==> src/rtl/keypad_scanner.sv <==
// keypad_scanner: scans a 4x4 active-low matrix keypad, debounces press and release, reports a one-hot {row,col} key code.
// Optional build macro KEYPAD_AUTOREPEAT_EN re-pulses key_valid every REPEAT_CYCLES while a key stays held.
module keypad_scanner #(
  parameter int SCAN_CYCLES     = 4,
  parameter int DEBOUNCE_CYCLES = 240000,
  parameter int REPEAT_CYCLES   = 24000000
) (
  input  logic       clk,
  input  logic       reset,
  input  logic [3:0] row_n,
  output logic [3:0] col_n,
  output logic [7:0] key,
  output logic       key_valid,
  output logic       key_held
);

  localparam int SW = (SCAN_CYCLES > 1) ? $clog2(SCAN_CYCLES) : 1;
  localparam int DW = $clog2(DEBOUNCE_CYCLES + 1);
  localparam logic [SW-1:0] SCAN_LAST = SW'(SCAN_CYCLES - 1);
  localparam logic [DW-1:0] DEB_LAST  = DW'(DEBOUNCE_CYCLES - 1);

  typedef enum logic [1:0] {
    ST_SCAN,
    ST_DEBOUNCE,
    ST_HELD,
    ST_RELEASE
  } state_e;

  state_e        state_q, state_d;
  logic [1:0]    col_q, col_d;
  logic [SW-1:0] scan_q, scan_d;
  logic [DW-1:0] cnt_q, cnt_d;
  logic [3:0]    row_q, row_d;
  logic [7:0]    key_q, key_d;
  logic          valid_q, valid_d;
  logic          held_q, held_d;
  logic [3:0]    sync1_q, sync2_q;

  logic [3:0]    row_act;
  logic [3:0]    col_oh;
  logic          row_onehot;
  logic          row_hit;
  logic [DW-1:0] cnt_inc;

`ifdef KEYPAD_AUTOREPEAT_EN
  localparam int RW = (REPEAT_CYCLES > 1) ? $clog2(REPEAT_CYCLES) : 1;
  localparam logic [RW-1:0] RPT_LAST = RW'(REPEAT_CYCLES - 1);
  logic [RW-1:0] rpt_q, rpt_d;
`else
  logic unused_repeat_cfg;
  assign unused_repeat_cfg = ^REPEAT_CYCLES;
`endif

  assign row_act    = ~sync2_q;
  assign col_oh     = 4'b0001 << col_q;
  assign row_onehot = (row_act != 4'b0000) && ((row_act & (row_act - 4'b0001)) == 4'b0000);
  assign row_hit    = |(row_act & row_q);
  // Saturating increment: a stuck counter must never wrap into a false accept.
  assign cnt_inc    = (cnt_q == {DW{1'b1}}) ? cnt_q : cnt_q + DW'(1);

  always_comb begin
    state_d = state_q;
    col_d   = col_q;
    scan_d  = scan_q;
    cnt_d   = cnt_q;
    row_d   = row_q;
    key_d   = key_q;
    valid_d = 1'b0;
    held_d  = held_q;
`ifdef KEYPAD_AUTOREPEAT_EN
    rpt_d   = '0;
`endif
    case (state_q)
      ST_SCAN: begin
        if (scan_q == SCAN_LAST) begin
          scan_d = '0;
          if (row_onehot) begin
            row_d   = row_act;
            cnt_d   = '0;
            state_d = ST_DEBOUNCE;
          end else begin
            col_d = col_q + 2'd1;
          end
        end else begin
          scan_d = scan_q + SW'(1);
        end
      end
      ST_DEBOUNCE: begin
        if (row_act != row_q) begin
          col_d   = col_q + 2'd1;
          state_d = ST_SCAN;
        end else if (cnt_q >= DEB_LAST) begin
          // Row order is reversed so the top row lands in key[7].
          key_d   = {row_q[0], row_q[1], row_q[2], row_q[3], col_oh};
          valid_d = 1'b1;
          held_d  = 1'b1;
          cnt_d   = '0;
          state_d = ST_HELD;
        end else begin
          cnt_d = cnt_inc;
        end
      end
      ST_HELD: begin
        if (!row_hit) begin
          cnt_d   = '0;
          state_d = ST_RELEASE;
        end
`ifdef KEYPAD_AUTOREPEAT_EN
        else if (rpt_q == RPT_LAST) begin
          valid_d = 1'b1;
        end else begin
          rpt_d = rpt_q + RW'(1);
        end
`endif
      end
      ST_RELEASE: begin
        if (row_hit) begin
          cnt_d = '0;
        end else if (cnt_q >= DEB_LAST) begin
          held_d  = 1'b0;
          cnt_d   = '0;
          col_d   = col_q + 2'd1;
          state_d = ST_SCAN;
        end else begin
          cnt_d = cnt_inc;
        end
      end
      default: state_d = ST_SCAN;
    endcase
  end

  always_ff @(posedge clk) begin
    if (reset) begin
      state_q <= ST_SCAN;
      col_q   <= '0;
      scan_q  <= '0;
      cnt_q   <= '0;
      row_q   <= '0;
      key_q   <= '0;
      valid_q <= 1'b0;
      held_q  <= 1'b0;
      sync1_q <= '1;
      sync2_q <= '1;
`ifdef KEYPAD_AUTOREPEAT_EN
      rpt_q   <= '0;
`endif
    end else begin
      state_q <= state_d;
      col_q   <= col_d;
      scan_q  <= scan_d;
      cnt_q   <= cnt_d;
      row_q   <= row_d;
      key_q   <= key_d;
      valid_q <= valid_d;
      held_q  <= held_d;
      sync1_q <= row_n;
      sync2_q <= sync1_q;
`ifdef KEYPAD_AUTOREPEAT_EN
      rpt_q   <= rpt_d;
`endif
    end
  end

  assign col_n     = ~col_oh;
  assign key       = key_q;
  assign key_valid = valid_q;
  assign key_held  = held_q;

endmodule

==> config.mk <==
export PLATFORM = sky130hd
export DESIGN_NAME = keypad_scanner
export DESIGN_NICKNAME = d
export VERILOG_FILES = /design/src/rtl/keypad_scanner.sv
export SDC_FILE = /design/constraint.sdc
export NUM_CORES = 1
export LEC_CHECK = 0
export CAP_MARGIN = 20
export CORE_ASPECT_RATIO = 1.4
export CORE_MARGIN = 4
export CORE_UTILIZATION = 24
export DETAILED_ROUTE_END_ITERATION = 6
export GPL_TIMING_DRIVEN = 0
export PLACE_DENSITY = 0.52
export SYNTH_ARGS = -nofsm -noshare
export SYNTH_HDL_FRONTEND = slang
export SYNTH_SLANG_ARGS = --single-unit
==> constraint.sdc <==
create_clock -name clk -period 3.94 [get_ports clk]
set_input_delay 0.788 -clock clk [delete_from_list [all_inputs] [get_ports clk]]
set_output_delay 0.788 -clock clk [all_outputs]
set_load 0.05 [all_outputs]
-- Word level (Yosys, flattened, before mapping)
Cells that the tools add are included.
- word-level logic and storage cells: 81
- register bits: 46
- bits of input ports: 6
- output and inout bits: 14
- mux-type cells: 29
- shift operators: 1
- reductions and logical operators: 14
- $add $sub $neg: 4
- bitwise logic cells: 6
- order comparisons: 1
- equality and inequality tests: 16
- operators by type and width (cell ; number):
    $mux W18 ; 7
    $pmux W18 S4 ; 1
    $mux W2 ; 13
    $add A18 B1 Y18 const B ; 1
    $eq A18 B18 Y1 const B ; 1
    $ge A18 B18 Y1 const B ; 1
    $ne A2 B2 Y1 const B ; 9
    $reduce_and A6 Y1 ; 2
    $and A4 B4 Y4 ; 2
    $not A4 Y4 ; 2
    $pmux W2 S4 ; 1
    $eq A2 B2 Y1 const B ; 3
    $pmux W2 S3 ; 1
    $reduce_and A3 Y1 ; 2
    $mux W1 ; 5
    $reduce_and A5 Y1 ; 1
    $add A2 B1 Y2 const B ; 2
    $logic_not A4 Y1 ; 1
    $ne A4 B4 Y1 ; 1
    $reduce_and A4 Y1 ; 1
    $reduce_bool A4 Y1 ; 1
    $reduce_or A4 Y1 ; 1
    $shl A1 B2 Y4 const A ; 1
    $sub A4 B1 Y4 const B ; 1
    9 further kinds ; 10

-- Longest topological paths before layout
- depth in word-level cells: 8
- gate-level depth with buffers: 11
- depth with buffers taken out: 8

-- Worst setup path before layout
OpenSTA, ideal clock, no wires.
- path type: register to register
- start point: register sync2_q[1]
- end point: register cnt_q[14]
- data required time: 3.825 ns
- period minus slack after synthesis: 2.314 ns
- library setup time: 0.115 ns
- buffers on the path: 3
- setup slack: 1.626 ns
- cell stages (with the launch flop): 12
- arrival: 2.200 ns
- path through: dfxtp_1 inv_1 ha_1 nor4_1 nand2_1 nand3_1 clkbuf_1 o22ai_1 nand2b_1 buf_4 buf_6 nor2_1
- word-level cells in the longest chain between the ends: 7
- elaborated cells between the ends (all ways): 15
- classes of those cells: add/sub: 1; eq/ne: 4; mux: 2; bitwise: 3; reduce/logical: 5
- ends and longest elaborated chain (item ; RTL line ; source):
    from (decl) ; 37 ; logic [3:0] sync1_q, sync2_q;
    from (signal assigned) ; 157 ; sync2_q <= sync1_q;
    $not A4 Y4 (*) ; 54 ; assign row_act = ~sync2_q;
    named net row_act[1] ; 39 ; logic [3:0] row_act;
    $sub A4 B1 Y4 ; 56 ; assign row_onehot = (row_act != 4'b0000) && ((row_act & (row_act - 4'b0001)) == 4'b0000);
    $and A4 B4 Y4 ; 56 ;
    $logic_not A4 Y1 ; 56 ;
    $logic_and A1 B1 Y1 ; 56 ;
    $ne A2 B2 Y1 (no source line) ; -- ;
    $reduce_and A4 Y1 (no source line) ; -- ;
    to (signal assigned) ; 151 ; cnt_q <= cnt_d;
    to (decl) ; 32 ; logic [DW-1:0] cnt_q, cnt_d;
Mark *: on every way through the listed nets, which the timed path passes. The rest lies on a longest branch.
A chain may end at the register's enable or synchronous reset.

-- Worst setup path after layout
- start point: register sync2_q[1]
- end point: register cnt_q[4]
Same word-level chain as after synthesis.

==> impl_metrics.sql <==
INSERT INTO impl_metrics (metric_group, metric, value, unit) VALUES
('clock_network', 'clock_path_buffers', '2', ''),
('yosys', 'synth_edf_count', '0', ''),
('worst_setup_path', 'critical_path.endpoint_type', 'flop', ''),
('timing', 'post-route-period-util', '0.732', ''),
('drt', 'dr_total_vias', '1808', ''),
('grt', 'grt_start_max_net_pins', '13', ''),
('worst_setup_path', 'worstSetupStartpointType', 'flop', ''),
('clock_network', 'ctsHoldBuffers', '0', ''),
('floorplanning', 'die_area', '10900', 'µm²'),
('yosys', 'synthesis.nets', '265', ''),
('clock_network', 'clock_tree.root_cell', 'sky130_fd_sc_hd__clkbuf_16', ''),
('yosys', 'synth_area', '2240', 'µm²'),
('yosys', 'synth_seq_cells', '46', ''),
('worst_setup_path', 'path_max_fanout', '10', ''),
('yosys', 'synth_cell_types', '46', ''),
('layout', 'layout.nets', '291', ''),
('layout', 'final_common_cell', 'sky130_fd_sc_hd__dfxtp_1', ''),
('drt', 'remaining_drc_errors', '0', ''),
('timing', 'setup_viol', '0', ''),
('timing', 'rsz0062_at_grt', 'false', ''),
('grt', 'gr-usage-met2', '0.165', ''),
('grt', 'globalRouteOverflowTotal', '0', ''),
('worst_setup_path', 'timing.critical_path.arrival', '3.06', 'ns'),
('power', 'leakage_dissipation', '1.08', 'nW'),
('clock_network', 'cts_made_buffers', '5', ''),
('yosys', 'yosys_warnings', '0', ''),
('power', 'ir_worst_vdd', '0.000214', 'V'),
('drt', 'wire_length_per_cell_after_detailed_routing', '12.5', 'µm'),
('floorplanning', 'floorplan.io_pins', '20', ''),
('yosys', 'synth_area_per_cell', '8.98', 'µm²'),
('clock_network', 'tritoncts', 'yes', ''),
('drt', 'ant_nets', '0', ''),
('layout', 'layout.cells.most_common_list', 'sky130_fd_sc_hd__dfxtp_1 (46), sky130_fd_sc_hd__nor2_1 (31), sky130_fd_sc_hd__clkdlybuf4s50_1 (19)', ''),
('clock_network', 'cts.clk_slew.worst_paths', '0.06', 'ns'),
('floorplanning', 'floorplan.initialDensity', '0.246', ''),
('layout', 'layout-drive-gt1-share', '0.106', ''),
('yosys', 'synth-main-ff-cell', 'sky130_fd_sc_hd__dfxtp_1', ''),
('grt', 'grtUsageMet3', '0.0250', ''),
('yosys', 'ys_seq_area_frac', '0.412', ''),
('job', 'cap_viol_max_count', '0', ''),
('yosys', 'post_synth_inst_count', '249', ''),
('grt', 'number_of_antenna_violations_at_the_first_check_in_global_routing', '0', ''),
('timing', 'final_hold_viol_count', '0', ''),
('layout', 'flow.area_growth_from_synthesis', '20.7', '%'),
('placement', 'io_buffers', '19', ''),
('timing', 'period_needed', '2.88', 'ns'),
('timing', 'finalClockSkew', '0.00447', 'ns'),
('hold_path', 'hp-class', 'reg -> reg', ''),
('clock_network', 'clock_sink_count', '46', ''),
('drt', 'drt_first_pass_iters', '4', ''),
('clock_network', 'insertion_delay_of_the_later_clocked_pin_in_the_worst_skew_pair', '0.28', 'ns'),
('timing', 'postLayoutSetupSlackWorst', '1.06', 'ns'),
('placement', 'place_worst_setup_slack', '1.04', 'ns'),
('grt', 'globalRouteTotalUtil', '0.0971', ''),
('run_status', 'outcome', 'finished, final reports clean', ''),
('grt', 'grt_pass1_vias', '1729', ''),
('clock_network', 'cts_post_setup_buffers_inserted', '0', ''),
('layout', 'antenna-diode-count', '0', ''),
('timing', 'setup-tns-final', '0', 'ns'),
('floorplanning', 'die_w', '89.6', 'µm'),
('placement', 'hpwl', '3650', 'µm'),
('floorplanning', 'floorplan.die.height', '122', 'µm'),
('worst_setup_path', 'timing_worst_setup_path_type', 'reg -> reg', ''),
('clock_network', 'cts_htree_levels', '2', ''),
('power', 'pwr_density_cell', '356', 'nW/µm²'),
('drt', 'vias_per_cell', '4.75', ''),
('drt', 'wl', '4780', 'µm'),
('floorplanning', 'placement_rows', '41', ''),
('timing', 'max-slew-margin-rel', '0.440', ''),
('floorplanning', 'placeableCoreArea', '9080', 'µm²'),
('placement', 'routabilityCongestion', '0.766', ''),
('clock_network', 'cts_resized', '0', ''),
('grt', 'grt_most_used_layer', 'met2', ''),
('timing', 'final_max_slew_viol_count', '0', ''),
('timing', 'max_clock_freq', '0.347', 'GHz'),
('yosys', 'synthArstFlopShare', '0', ''),
('drt', 'drtIter0Drc', '44', ''),
('grt', 'wire_length_of_the_first_global_routing_pass', '8180', 'µm'),
('worst_setup_path', 'required_time_of_the_worst_setup_path', '4.11', 'ns'),
('grt', 'use_met1', '0.111', ''),
('timing', 'worst_pin_slew', '0.832', 'ns');
==> layout make-up <==
class | count | area (µm²)
Inverter | 12 | 45.0
Fill cell | 945 | 6380
Multi-Input combinational cell | 180 | 1190
Timing Repair Buffer | 19 | 190
Clock buffer | 6 | 139
Tap cell | 107 | 134
Sequential cell | 46 | 921
Buffer | 11 | 80.1
==> worst max-delay path, stage by stage, from the launching register on <==
cell	delay, ns
sky130_fd_sc_hd__dfxtp_1	0.41
sky130_fd_sc_hd__inv_1	0.06
sky130_fd_sc_hd__ha_1	0.27
sky130_fd_sc_hd__nor4_1	0.74
sky130_fd_sc_hd__nand2_1	0.20
sky130_fd_sc_hd__nand3_1	0.14
sky130_fd_sc_hd__clkbuf_1	0.34
sky130_fd_sc_hd__o22ai_1	0.13
sky130_fd_sc_hd__nand2b_1	0.09
sky130_fd_sc_hd__buf_4	0.18
sky130_fd_sc_hd__buf_6	0.16
sky130_fd_sc_hd__nor2_1	0.05
==> synth_stat cells, types with 2 or more instances <==
master,instances,share of area
sky130_fd_sc_hd__or4_1,4,0.013
sky130_fd_sc_hd__xor2_1,8,0.031
sky130_fd_sc_hd__dfxtp_1,46,0.41
sky130_fd_sc_hd__or2_2,9,0.025
sky130_fd_sc_hd__buf_2,2,0.0045
sky130_fd_sc_hd__a41oi_1,2,0.0078
sky130_fd_sc_hd__nor2b_1,2,0.0056
sky130_fd_sc_hd__nand4_1,4,0.011
sky130_fd_sc_hd__nor4_1,2,0.0056
sky130_fd_sc_hd__clkbuf_1,3,0.0050
sky130_fd_sc_hd__a31oi_1,2,0.0056
sky130_fd_sc_hd__mux2i_1,12,0.054
sky130_fd_sc_hd__nor3_1,3,0.0067
sky130_fd_sc_hd__xnor2_1,2,0.0078
sky130_fd_sc_hd__and3_1,3,0.0084
sky130_fd_sc_hd__nand2_1,16,0.027
sky130_fd_sc_hd__o211ai_1,3,0.010
sky130_fd_sc_hd__o21ai_0,11,0.025
sky130_fd_sc_hd__inv_1,12,0.020
sky130_fd_sc_hd__buf_6,3,0.015
sky130_fd_sc_hd__buf_4,2,0.0067
sky130_fd_sc_hd__o2111ai_1,2,0.0078
sky130_fd_sc_hd__nand3_1,12,0.027
sky130_fd_sc_hd__a211oi_1,5,0.017
sky130_fd_sc_hd__o31ai_1,4,0.013
sky130_fd_sc_hd__a21oi_1,13,0.029
sky130_fd_sc_hd__or3_1,3,0.0084
sky130_fd_sc_hd__nand2b_1,2,0.0056
sky130_fd_sc_hd__nor2_1,31,0.052
sky130_fd_sc_hd__ha_1,10,0.056
==> flip-flops by register name, indices dropped and copies added, names as in the netlist, named ones only <==
signal     flops
cnt_q         18
state_q        1
sync2_q        4
sync1_q        4
key_valid      1
key_held       1
key            8
scan_q         2
col_q          2
row_q          4
==> metal layers <==
layer | up-vias | share of wire
li1 | 931 | -
met4 | 0 | 0.020
met5 | - | 0
met2 | 16 | 0.52
met1 | 853 | 0.43
met3 | 8 | 0.023
==> metrics by stage <==
| step | area (µm²) | util | total power, mW | hold WS (ns) | cells |
|---|---|---|---|---|---|
| after CTS | 2700 | 0.297 | 0.984 | 0.407 | 381 |
| after global routing | 2700 | 0.297 | 1.02 | 0.431 | 381 |
| final | 2700 | 0.297 | 0.962 | 0.406 | 381 |
| after detailed placement | 2560 | 0.282 | 0.567 | 0.393 | 375 |
| after floorplan | 2240 | - | 0.544 | 0.389 | 249 |
| after global placement | 2560 | 0.282 | 0.566 | 0.392 | 375 |
==> cells by family (layout without fill, tap and decap cells) <==
| family | Yosys count | after routing | synth area share |
|---|---|---|---|
| simple gates | 99 | 99 | 0.230 |
| compound gates | 49 | 49 | 0.153 |
| flops | 46 | 46 | 0.412 |
| buf+inv | 23 | 48 | 0.0560 |
| mux | 12 | 12 | 0.0537 |
| fa+ha+maj | 10 | 10 | 0.0560 |
| xor+xnor | 10 | 10 | 0.0392 |
==> power by group <==
part / internal (mW) / leakage, nW / switching, mW
Clock: 0.245 / 0.0688 / 0.162
Combinational: 0.0296 / 0.642 / 0.0422
Sequential: 0.476 / 0.373 / 0.00753
Total: 0.750 / 1.08 / 0.211
==> path summary, 6_finish.rpt <==
check | endpoint | cells after the start | slack (ns) | from
setup / recovery | cnt_q[4] | 11 | 1.06 | sync2_q[1]
hold / removal | sync2_q[3] | 1 | 0.41 | sync1_q[3]
setup reg to reg | cnt_q[4] | 11 | 1.06 | sync2_q[1]
hold reg to reg | sync2_q[3] | 1 | 0.41 | sync1_q[3]
(Power assumes the default switching activity.)
==> variant 1: new RTL, config.mk and constraints unchanged <==
The option `KEYPAD_AUTOREPEAT_EN` is turned on by a define.
--- a/src/rtl/keypad_scanner.sv
+++ b/src/rtl/keypad_scanner.sv
@@ -2,2 +2,4 @@
 // Optional build macro KEYPAD_AUTOREPEAT_EN re-pulses key_valid every REPEAT_CYCLES while a key stays held.
+`define KEYPAD_AUTOREPEAT_EN
+
 module keypad_scanner #(
Formal check against the unedited RTL: same outputs for any inputs over 10 cycles, from zero or initial values and one cycle with reset high; that may be too few to reach the edited logic, so the function may still have changed.
==> variant 1 against the original RTL <==
  * Sequential power grew 61%
  * Total power grew 110%
  * Combinational power grew to 5.5 times the old value
  * Utilization is essentially flat
  * Sequential cell count grew 25
  * Cell count grew 59%
  * Area after synthesis grew 54%
  * Cell area grew 54%
  * Routed wire length grew 43%
  * Setup slack gained 0.23 ns
  * Critical path type unchanged
  * Critical endpoint is now cnt_q[8]
  * Largest power group is now the clock network
==> variant 1: results (changes against the original RTL) <==
Yosys
  • Post-synthesis compound-gate area fraction: 8.60% (-6.7 points)
  • Register area share after synthesis: 41.4% (+0.20 points)
  • Multiplexer share of the synthesized area: 3.35% (-2.0 points)
  • Synth top area cells: dfxtp_1, nor2_1, ha_1
  • Syn nets: 408 (+54%)
  • Synth unique cells: 49 (+6.5%)
  • Count leader, synth: nor2_1

GRT
  • Routing usage on met2: 15.8% (-0.68 points)
  • Global-route wire length before repair: 11900 µm (+46%)
  • GR Util met1: 10.3% (-0.80 points)
  • Total GRT Usage: 9.23% (-0.48 points)
  • Number of global-route vias before repair: 2663 (+54%)

Clocking
  • Worst-Skew Late Latency: 0.34 ns (+0.06 ns)
  • H-tree Lvls: 3 (+1)

STA
  • Top achievable clock speed: 376 MHz (+8.6%)
  • WHS: 0.404 ns (-0.00250 ns)
  • Worst-margin pin slew: 0.580 ns (-0.252 ns)
  • Worst Clk Skew: 0.0109 ns (+0.00645 ns)

Detailed routing
  • DR vias/cell: 4.41 (-7.1%)
  • Met3 Wirelength: 189 µm (+75%)
  • Wl on met1: 3010 µm (+45%)
  • Final wirelength: 6830 µm (+43%)
  • WL met2: 3460 µm (+38%)
  • DR iter-0 viols: 93 (+110%)

Critical path
  • R2R setup slack: 1.28 ns (+0.23 ns)
  • Worst reg2reg path endpoint: cnt_q[8]
  • Slowest cell on the critical path: or4_1
  • Arr. time, crit path: 2.87 ns (-0.19 ns)

Power
  • Max rail drop VDD: 0.000180 V (-16%)
  • Sw Share: 28.4% (+6.4 points)
  • Clock group: 0.000803 W (+97%)

Place
  • Routability cong.: 0.744 (-2.8%)
  • Hpwl dp: 5210 µm (+43%)

Worst hold path
  • HP Start: sync1_q[0]
  • Hold Path End: sync2_q[0]

Cells and area
  • Filler Cell Count: 1494 (+58%)
  • Layout cells sized above 1: 9.98% (-0.61 points)
  • Largest Register: rpt_q
  • Number of flip-flops in the largest register: 25 (+7)

Outcome
  • Outcome: completed
==> variant 1: cell types whose count changed after synthesis, moves of 5 or more <==
cell,unedited run,this run
a21oi_1,13,7
and3_1,3,8
dfxtp_1,46,71
ha_1,10,16
inv_1,12,20
nand2_1,16,23
nand4_1,4,11
nor2_1,31,72
nor3_1,3,15
o21ai_0,11,3
xnor2_1,2,21
xor2_1,8,16
==> variant 1: per-stage QoR <==
step	cells	total power [W]	cell area (µm²)
after floorplan	386	0.00109	3430
after global placement	590	0.00119	3860
after detailed placement	590	0.00119	3860
after CTS	606	0.00201	4160
after global routing	606	0.00209	4160
final	606	0.00197	4160
==> variant 1: area by class of cell <==
cell class	count	area share (%)
inverter	20	1.81
clock buffer	11	5.84
multi-input combinational	284	45.5
clock inverter	5	1.38
sequential	71	34.2
buffer	11	1.14
timing repair buffer	19	4.58
tap	185	5.57
==> variant 2: new RTL, config.mk and constraints unchanged <==
Made on the original files. Add an input register stage for `row_n`, cleared by the reset; this delays it by one clock.
--- a/src/rtl/keypad_scanner.sv
+++ b/src/rtl/keypad_scanner.sv
@@ -27,2 +27,12 @@
   } state_e;
+
+  logic [3:0] row_n_q;
+
+  always_ff @(posedge clk) begin
+    if (reset) begin
+      row_n_q <= '0;
+    end else begin
+      row_n_q <= row_n;
+    end
+  end
 
@@ -155,3 +165,3 @@
       held_q  <= held_d;
-      sync1_q <= row_n;
+      sync1_q <= row_n_q;
       sync2_q <= sync1_q;
Check against the original RTL: not equivalent (Yosys sat finds a counterexample within 10 cycles, from zero or initial values and one cycle with reset high).
==> variant 2 against the original RTL <==
  * Global-route usage fell by 0.94 points
  * Die area rose by 3.8%
  * Routed wire length rose by 1.1%
  * Area after synthesis rose by 4.1%
  * Sequential cell count rose by 4
  * Cell area rose by 4.1%
  * Utilization barely moved
  * Sequential share of layout area rose by 1.5 points
  * Fmax rose by 11%
  * Setup slack improved by 0.28 ns
Power is not compared: it rests on default switching activity, and its combinational part moved more than twofold at a synthesized area within 25%.
==> variant 2: results (changes against the original RTL) <==
Critical path
  • Crit path launch: col_q[0]
  • FF-to-FF path depth: 9 (-2)
  • Worst reg2reg path endpoint: cnt_q[0]
  • Crit path to: col_n[2]
  • R2R setup slack: 1.35 ns (+0.29 ns)
  • Max FO, Critical Path: 4 (-6)

GRT
  • Global-route wire length before repair: 8420 µm (+3.0%)
  • Number of global-route vias before repair: 1852 (+7.1%)
  • Largest net degree at the start of global routing: 16 (+3)
  • Total GRT Usage: 8.78% (-0.94 points)

Place
  • Routability cong.: 0.800 (+4.6%)
  • PortBufs: 18 (-1)
  • Dpl ws: 1.34 ns (+0.299 ns)
  • Hpwl dp: 3600 µm (-1.5%)

STA
  • Worst-margin pin slew: 0.628 ns (-0.204 ns)
  • Worst Clk Skew: 0.00551 ns (+0.00104 ns)
  • WHS: 0.408 ns (+0.00201 ns)
  • Period utilization: 66.2% (-7.0 points)

Yosys
  • Register area share after synthesis: 43.0% (+1.8 points)
  • Synth top area cells: dfxtp_1, ha_1, nor2_1

Cells and area
  • Nets: 303 (+4.1%)
  • Layout cells sized above 1: 10.1% (-0.48 points)

Detailed routing
  • DR iter-0 viols: 83 (+89%)
  • Final wirelength: 4830 µm (+1.1%)
  • DR vias/cell: 4.79 (+1.0%)

Outcome
  • Outcome: completed

Worst hold path
  • Hold Path End: sync2_q[0]
-- variant 2: worst max-delay path: cells and delay by family, from the launching register on --
family                     cells  cell delay, ns
buffers and inverters          3            0.93
DFF                            1            0.40
adders and majority gates      1            0.21
-- variant 2: final cells by class --
class	count	area [µm²]
clock inverters	2	38.8
well taps	110	138
repair buffers	18	180
flip-flops and latches	50	1000
fillers	1041	6650
clock buffers	5	125
multi-input cells	187	1210
plain buffers	13	67.6
inverters	12	45.0
-- variant 2: cell families (layout without fill, tap and decap cells) --
family          Yosys count  count (layout)  share of synthesized area, %
buf+inv                  25              50                          4.84
fa+ha+maj                10              10                          5.37
flops                    50              50                          43.0
mux                      10              10                          4.30
simple gates            108             108                          25.7
compound gates           54              54                          14.9
xor+xnor                  5               5                          1.88
-- variant 2: routing by layer --
metal,vias to the layer above,global-route usage [%],wire length [µm]
met2,24,16.0,2450
met1,894,10.2,2170
met4,0,1.95,45
met3,7,2.24,158
met5,-,0,0
li1,978,-,-
